File: config.mk
export PLATFORM = sky130hd
export DESIGN_NAME = traffic_phase_ctrl_flat
export DESIGN_NICKNAME = d
export VERILOG_FILES = /design/src/rtl/traffic_phase_ctrl_if.sv /design/src/rtl/traffic_phase_ctrl.sv /design/src/flat_wrapper.sv
export SDC_FILE = /design/constraint.sdc
export NUM_CORES = 1
export LEC_CHECK = 0
export ABC_AREA = 1
export CORE_ASPECT_RATIO = 0.75
export CORE_MARGIN = 1.5
export CORE_UTILIZATION = 45
export DETAILED_ROUTE_END_ITERATION = 16
export GPL_TIMING_DRIVEN = 0
export REMOVE_ABC_BUFFERS = 1
export SETUP_SLACK_MARGIN = 0.4
export SLEW_MARGIN = 20
export SYNTH_ARGS = -nofsm -noshare
export SYNTH_HDL_FRONTEND = slang
export SYNTH_SLANG_ARGS = --single-unit
File: constraint.sdc
create_clock -name clk -period 5.42 [get_ports clk]
set_clock_uncertainty 0.2 [all_clocks]
set_input_delay 1.355 -clock clk [delete_from_list [all_inputs] [get_ports clk]]
set_output_delay 1.355 -clock clk [all_outputs]
set_load 0.01 [all_outputs]
File: src/rtl/traffic_phase_ctrl_if.sv
// Lamp / countdown bundle between the phase controller and its surroundings.
// The controller side (master) drives lamps, countdown and splitter enable;
// the environment side (slave) drives the night request.
interface traffic_phase_ctrl_if;
  logic       night;
  logic [2:0] main_rgy;
  logic [2:0] side_rgy;
  logic [4:0] count;
  logic       split_en;

  modport master (
    input  night,
    output main_rgy,
    output side_rgy,
    output count,
    output split_en
  );

  modport slave (
    output night,
    input  main_rgy,
    input  side_rgy,
    input  count,
    input  split_en
  );
endinterface

File: src/rtl/traffic_phase_ctrl.sv
// Two-road traffic-light phase controller.
// A prescaler produces a one-cycle tick every TICK_DIV clocks. On each tick the
// ring MG->MY->AR1->SG->SY->AR2 counts down N..1 per phase, or switches to /
// from flashing-yellow night mode. Lamps are decoded from the next state and
// registered, so they change on the same edge as the state.
module traffic_phase_ctrl #(
  parameter int TICK_DIV = 50_000_000,
  parameter int G_MAIN   = 25,
  parameter int G_SIDE   = 15,
  parameter int Y_TIME   = 3,
  parameter int ALL_RED  = 1
) (
  input  logic                 clk,
  input  logic                 rst,
  traffic_phase_ctrl_if.master bus
);

  localparam int              PW      = (TICK_DIV > 1) ? $clog2(TICK_DIV) : 1;
  localparam logic [PW-1:0]   PRE_MAX = PW'(TICK_DIV - 1);

  typedef enum logic [2:0] {
    S_MG,
    S_MY,
    S_AR1,
    S_SG,
    S_SY,
    S_AR2,
    S_FLASH
  } state_t;

  logic [PW-1:0] r_pre;
  state_t        r_state;
  logic [4:0]    r_count;
  logic          r_blink;
  logic [2:0]    r_main;
  logic [2:0]    r_side;
  logic          r_split_en;

  logic          w_tick;
  state_t        w_nxt_state;
  logic [4:0]    w_nxt_count;
  logic          w_nxt_blink;
  logic [5:0]    w_lamps;

  // Successor of a ring state; FLASH is not part of the ring.
  function automatic state_t f_next_ring(input state_t s);
    case (s)
      S_MG:    f_next_ring = S_MY;
      S_MY:    f_next_ring = S_AR1;
      S_AR1:   f_next_ring = S_SG;
      S_SG:    f_next_ring = S_SY;
      S_SY:    f_next_ring = S_AR2;
      default: f_next_ring = S_MG;
    endcase
  endfunction

  // Duration loaded into the countdown when a ring state is entered.
  function automatic logic [4:0] f_dur(input state_t s);
    case (s)
      S_MG:          f_dur = 5'(G_MAIN);
      S_MY, S_SY:    f_dur = 5'(Y_TIME);
      S_SG:          f_dur = 5'(G_SIDE);
      default:       f_dur = 5'(ALL_RED);
    endcase
  endfunction

  // Lamp decode {main_rgy, side_rgy}, each {red, yellow, green}.
  function automatic logic [5:0] f_lamps(input state_t s, input logic blink);
    case (s)
      S_MG:    f_lamps = {3'b001, 3'b100};
      S_MY:    f_lamps = {3'b010, 3'b100};
      S_SG:    f_lamps = {3'b100, 3'b001};
      S_SY:    f_lamps = {3'b100, 3'b010};
      S_FLASH: f_lamps = blink ? {3'b010, 3'b010} : 6'b000000;
      default: f_lamps = {3'b100, 3'b100};
    endcase
  endfunction

  assign w_tick = (r_pre == PRE_MAX);

  // Prescaler: 0..TICK_DIV-1, wrapping on the tick cycle.
  always_ff @(posedge clk or posedge rst) begin
    if (rst) begin
      r_pre <= '0;
    end else if (w_tick) begin
      r_pre <= '0;
    end else begin
      r_pre <= r_pre + 1'b1;
    end
  end

  // Next-state rules applied on a tick: night first, then phase end, then decrement.
  always_comb begin
    w_nxt_state = r_state;
    w_nxt_count = r_count;
    w_nxt_blink = r_blink;
    if (w_tick) begin
      if (r_state == S_FLASH) begin
        if (bus.night) begin
          w_nxt_blink = ~r_blink;
        end else begin
          w_nxt_state = S_AR2;
          w_nxt_count = 5'(ALL_RED);
        end
      end else if (bus.night) begin
        w_nxt_state = S_FLASH;
        w_nxt_count = '0;
        w_nxt_blink = 1'b1;
      end else if (r_count == 5'd1) begin
        w_nxt_state = f_next_ring(r_state);
        w_nxt_count = f_dur(f_next_ring(r_state));
      end else begin
        w_nxt_count = r_count - 5'd1;
      end
    end
  end

  assign w_lamps = f_lamps(w_nxt_state, w_nxt_blink);

  // Phase FSM with lamps and splitter enable registered from the next state.
  always_ff @(posedge clk or posedge rst) begin
    if (rst) begin
      r_state    <= S_AR2;
      r_count    <= 5'(ALL_RED);
      r_blink    <= 1'b0;
      r_main     <= 3'b100;
      r_side     <= 3'b100;
      r_split_en <= 1'b0;
    end else begin
      r_state    <= w_nxt_state;
      r_count    <= w_nxt_count;
      r_blink    <= w_nxt_blink;
      r_main     <= w_lamps[5:3];
      r_side     <= w_lamps[2:0];
      r_split_en <= (w_nxt_state != S_FLASH);
    end
  end

  assign bus.main_rgy = r_main;
  assign bus.side_rgy = r_side;
  assign bus.count    = r_count;
  assign bus.split_en = r_split_en;

endmodule
File: src/flat_wrapper.sv
// flat-port wrapper written by rule: the top's interface ports become plain ports
module traffic_phase_ctrl_flat 
#(
  parameter int TICK_DIV = 50_000_000,
  parameter int G_MAIN   = 25,
  parameter int G_SIDE   = 15,
  parameter int Y_TIME   = 3,
  parameter int ALL_RED  = 1
)
  (clk, rst, bus_night, bus_main_rgy, bus_side_rgy, bus_count, bus_split_en);
  traffic_phase_ctrl_if bus_i ();
  input  logic clk;
  input  logic rst;
  input wire logic [$bits(bus_i.night)-1:0] bus_night;
  output wire logic [$bits(bus_i.main_rgy)-1:0] bus_main_rgy;
  output wire logic [$bits(bus_i.side_rgy)-1:0] bus_side_rgy;
  output wire logic [$bits(bus_i.count)-1:0] bus_count;
  output wire logic [$bits(bus_i.split_en)-1:0] bus_split_en;
  assign bus_i.night = bus_night;
  assign bus_main_rgy = bus_i.main_rgy;
  assign bus_side_rgy = bus_i.side_rgy;
  assign bus_count = bus_i.count;
  assign bus_split_en = bus_i.split_en;
  traffic_phase_ctrl #(.TICK_DIV(TICK_DIV), .G_MAIN(G_MAIN), .G_SIDE(G_SIDE), .Y_TIME(Y_TIME), .ALL_RED(ALL_RED)) u_core (.clk(clk), .rst(rst), .bus(bus_i));
endmodule
Word level (Yosys, flattened, before mapping) --
Cells that the tools add are included.
Word-level totals: output and inout port bits 12, flip-flop bits (word level) 42, word-level logic and storage cells 53, input port bits 3
Operators by class: multiplexer cells 22, $add $sub $neg 2, reduce and logical (&&, ||, !) cells 5, eq/ne operators 16, bitwise logic cells 1
Operators with widths (count):
- case mux 6 bit (5 select lines) | 1
- 2-to-1 mux 3 bit | 9
- adder 26 x 1 -> 26 bit (second input constant) | 1
- equality test 26 bit (second input constant) | 1
- 2-to-1 mux 26 bit | 1
- 2-to-1 mux 5 bit | 5
- equality test 3 bit (second input constant) | 5
- case mux 3 bit (5 select lines) | 1
- case mux 5 bit (3 select lines) | 1
- equality test 3 x 2 -> 1 bit (second input constant) | 4
- equality test 3 x 1 -> 1 bit (second input constant) | 3
- zero test 3 bit | 3
- equality test 5 x 1 -> 1 bit (second input constant) | 1
- subtractor 5 x 1 -> 5 bit (second input constant) | 1
- 2-to-1 mux 1 bit | 4
- != test 3 bit (second input constant) | 1
- != test 2 bit (second input constant) | 1
- AND reduction 2 bit | 1
- OR reduction 2 bit | 1
- NOT 1 bit | 1

Logic depth before layout (Yosys ltp) --
depth after elaboration 12, gate-level depth with buffers 13, depth with buffers taken out 13

Worst setup path after synthesis --
Ideal clock, no wire load.
kind input to register, from input bus_night, to register u_core.r_side[1] (netlist: u_core.bus.side_rgy[1]), data required time 5.104 ns, library setup time 0.116 ns, path buffers 0, arrival 2.150 ns, setup slack 2.954 ns, stages on the path 6, cells stage by stage inv_1 > ha_1 > o21ai_0 > o21ai_1 > nor2_1 > nor2_2
On the way: cells in the longest elaborated chain, start to end 5, elaborated cells between the ends (all ways) 15, classes of those cells 4 x eq/ne; 10 x mux; 1 x reduce/logical
Ends and longest elaborated chain:
- start, declared | line flat_wrapper.sv:14 | input wire logic [$bits(bus_i.night)-1:0] bus_night;
- 2-to-1 mux 1 bit (on tied branches) | line traffic_phase_ctrl.sv:105, traffic_phase_ctrl.sv:99
- 2-to-1 mux 1 bit (*) | line traffic_phase_ctrl.sv:98 | if (r_state == S_FLASH) begin
- 2-to-1 mux 1 bit (*) | line traffic_phase_ctrl.sv:97 | if (w_tick) begin
- net u_core.w_nxt_blink | line traffic_phase_ctrl.sv:42 | logic w_nxt_blink;
- 2-to-1 mux 5 bit (*) | line traffic_phase_ctrl.sv:74 | S_FLASH: f_lamps = blink ? {3'b010, 3'b010} : 6'b000000;
- case mux 6 bit (5 select lines) (*) | line traffic_phase_ctrl.sv:69 | case (s)
- net u_core.w_lamps[1] | line traffic_phase_ctrl.sv:43 | logic [5:0] w_lamps;
- end signal, assigned | line traffic_phase_ctrl.sv:134 | r_side <= w_lamps[2:0];
- end, declared | line traffic_phase_ctrl.sv:36 | logic [2:0] r_side;
The timed path passes the listed nets; every way through them passes the cells marked *. A chain may end at the register's enable or synchronous reset.

Final worst setup path --
from register u_core.r_count[0] (netlist: u_core.bus.count[0]), to output bus_count[0]
RTL lines:
- start, declared | line traffic_phase_ctrl.sv:33 | logic [4:0] r_count;
- start signal, assigned | line traffic_phase_ctrl.sv:124 | r_count <= 5'(ALL_RED);
- start signal, assigned | line traffic_phase_ctrl.sv:131 | r_count <= w_nxt_count;
- end, declared | line flat_wrapper.sv:17 | output wire logic [$bits(bus_i.count)-1:0] bus_count;
No word-level cell between the ends.

==> impl_metrics.yaml <==
floorplan:
  die_h_um: 67.8
  standard_cell_rows: 23
  initial_core_util: 0.470
  core_region_area_um2: 5350
  pin_count: 15
  dieWidth_um: 89.3
  die_area_um2: 6050
drt:
  firstDrtPassIters: 4
  dr_wl_met3_um: 237
  wl_um: 5300
  drc: 0
  via_per_inst: 4.87
  num_vias: 2059
  wirelength_met1_um: 3010
  top_layer_used: "met4"
  drt_iter0_markers: 158
  wire_per_inst_um: 12.5
  met2WireLength_um: 2010
  ant_nets: 0
setup_path:
  critical_path_class: "reg -> out"
  worstPathCellList: "clkdlybuf4s50_1"
  cp_data_required_time_ns: 3.87
  critPathMaxFanout: 5
  launching_element_type_of_the_critical_path: "register"
  critPathSlowestCell: "dfstp_2"
  critical_path_arrival_ns: 1.43
  critPathTopFamily: "flip-flops"
  path_buf_inv: 1
  stage_delay_of_the_slowest_cell_on_the_critical_path_ns: 0.59
  critical_path.endpoint_type: "primary output"
synthesis:
  post-synth-top-area-fraction: 0.368
  synth_sequential_area_ratio: 0.420
  synth.yosys.warnings: 0
  netlist-cell-type-count: 31
  postSynthAreaPerCell_um2: 7.67
  synth.top_cells.by_area: "dfrtp_1 (37%), nand2_1 (11%), inv_1 (6.6%), nor2_1 (5.8%), dfstp_2 (5.2%)"
  synth_area_leader_cell: "dfrtp_1"
  synth.cell_area_um2: 2520
  synth_seq_cells: 42
  netlist_instances: 328
sta:
  final_slew_violations: 0
  min_period_over_period: 0.550
  fmax_mhz: 335
  rsz_0062_raised_after_global_routing: "no"
  setup_tns_ns: 0
  worstMarginPinSlew_ns: 0.392
  setup_viol: 0
  final_period_minus_worst_setup_slack_ns: 2.98
  report.final.hold_viol_count: 0
  max_slew_headroom: 0.736
clock_tree:
  cts.sinks: 42
  cts_tree: "built"
  worstSkewPairLatency_ns: 0.30
  post_cts_resize_count: 0
  cts_setup_buffers: 0
  cts-root-buf: "clkbuf_8"
  cts_made_buffers: 5
  clk_transition_reported_paths_ns: 0.09
  cts_hold_buf: 0
  cts_max_level: 2
  clk_path_buf_depth: 2
grt:
  global_route.overflow_total: 0
  number_of_global_route_vias_before_repair: 1853
  all_layer_global_routing_usage: 0.200
  first_pass_grt_wire_length_um: 9050
  pin_count_of_the_biggest_net_entering_global_routing: 27
  antenna_found_initial: 0
final_layout:
  multi_input_comb_area_um2: 1250
  layout_common_cells: "nand2_1 (72), inv_1 (43), nor2_1 (39)"
  seqCellArea_um2: 1060
  flow.area_growth_from_synthesis_pct: 13.9
  layout_commonest_cell: "nand2_1"
  final.fill_count: 523
  finish.cell_count_without_fillers: 423
  final_nets: 354
  post_route_cells_drive_above_1_share: 0.147
  n_antenna_cell: 0
placement:
  placed_cells_incl_taps: 415
  buffer_ports.inserted: 14
  gp_routability_congestion: 0.815
  dp_hpwl_um: 4030
job:
  max_capacitance_violation_total: 0
min_path:
  min_path_type: "reg -> reg"
pwr:
  leakage_nw: 1.34
  powerDensity_nw_per_um2: 204
  vdd_ir_drop_max_uv: 129
run_status:
  status: "complete, no violations"
-- routing by layer --
| layer | track usage | vias up |
|---|---|---|
| met4 | 0.0519 | 0 |
| met5 | 0 | - |
| li1 | - | 1081 |
| met2 | 0.258 | 35 |
| met3 | 0.0403 | 5 |
| met1 | 0.327 | 938 |
-- cell usage after synthesis --
master     count
nand2_1       72
inv_1         44
nor2_1        39
dfrtp_1       37
nand3_1       21
nor3_1        12
xor2_1        10
a21oi_1        9
nand4_1        9
nand2_2        8
nor2_4         8
inv_2          7
o21ai_0        7
o21ai_1        7
dfstp_2        5
nor2_2         5
ha_1           4
xnor2_1        4
nand2_4        3
nor4_1         3
buf_2          2
nand3_2        2
o211ai_1       2
and3_1         1
buf_4          1
nor3_2         1
o2111ai_1      1
o21ai_2        1
o21ai_4        1
o22ai_1        1
o311ai_1       1
-- layout make-up --
type / instances / share of cell area
clock buffer: 5 / 0.0240
multi-input combinational: 232 / 0.436
clock inverter: 3 / 0.0157
inverter: 51 / 0.0668
timing repair buffer: 15 / 0.0559
tap: 75 / 0.0327
sequential: 42 / 0.369
-- metrics by stage --
stage	setup slack [ns]	instance area (um2)	hold WS (ns)	util	power (mW)
3_3_place_gp	1.93	2730	0.286	0.511	0.331
6_report	2.44	2870	0.302	0.536	0.584
4_1_cts	2.43	2870	0.311	0.536	0.592
5_1_grt	2.41	2870	0.324	0.536	0.605
2_1_floorplan	2.90	2500	0.255	-	0.327
3_5_place_dp	2.35	2750	0.297	0.514	0.333
-- final timing paths --
path	startpoint	end	slack, ns	cells after the start
min in group asynchronous	rst	u_core.bus.count[2]$_DFFE_PP0P_	1.15	2
worst max register to register	u_core.r_pre[0]$_DFF_PP0_	u_core.bus.side_rgy[2]$_DFF_PP1_	3.20	12
worst max-delay path	u_core.bus.count[0]$_DFFE_PP1P_	bus_count[0]	2.44	1
worst min-delay path	u_core.r_pre[0]$_DFF_PP0_	u_core.r_pre[0]$_DFF_PP0_	0.30	1
max in group asynchronous	rst	u_core.bus.count[0]$_DFFE_PP1P_	3.34	3
worst min register to register	u_core.r_pre[0]$_DFF_PP0_	u_core.r_pre[0]$_DFF_PP0_	0.30	1
-- power by group --
group | leakage (nW) | total, mW | switching (mW) | internal, mW
Combinational | 0.761 | 0.0130 | 0.00908 | 0.00389
Clock | 0.0504 | 0.258 | 0.121 | 0.137
Sequential | 0.534 | 0.313 | 0 | 0.313
-- state kept, by name, indices dropped and copies added, names as in the netlist --
register / cells
u_core.bus.count: 5
u_core.bus.main_rgy: 3
u_core.bus.side_rgy: 3
u_core.bus.split_en: 1
u_core.r_blink: 1
u_core.r_pre: 26
u_core.r_state: 3
-- worst register-to-register path, delay by kind of cell, from the launching register on --
family	cells	cell delay, ns
AND/OR/NAND/NOR	9	1.18
buffers and inverters	2	0.10
adder cells (fa/ha/maj)	1	0.27
flip-flops	1	0.41
-- kinds of logic (layout without fill, tap and decap cells) --
| logic type | count (synthesis) | after routing | synth area share |
|---|---|---|---|
| adder cells (fa/ha/maj) | 4 | 4 | 0.0199 |
| AO/OA/AOI/OAI | 30 | 30 | 0.0711 |
| flip-flops | 42 | 42 | 0.420 |
| AND/OR/NAND/NOR | 184 | 184 | 0.357 |
| buffers and inverters | 54 | 74 | 0.0830 |
| XOR/XNOR | 14 | 14 | 0.0487 |
No activity file was read; power rests on OpenSTA's default activity.
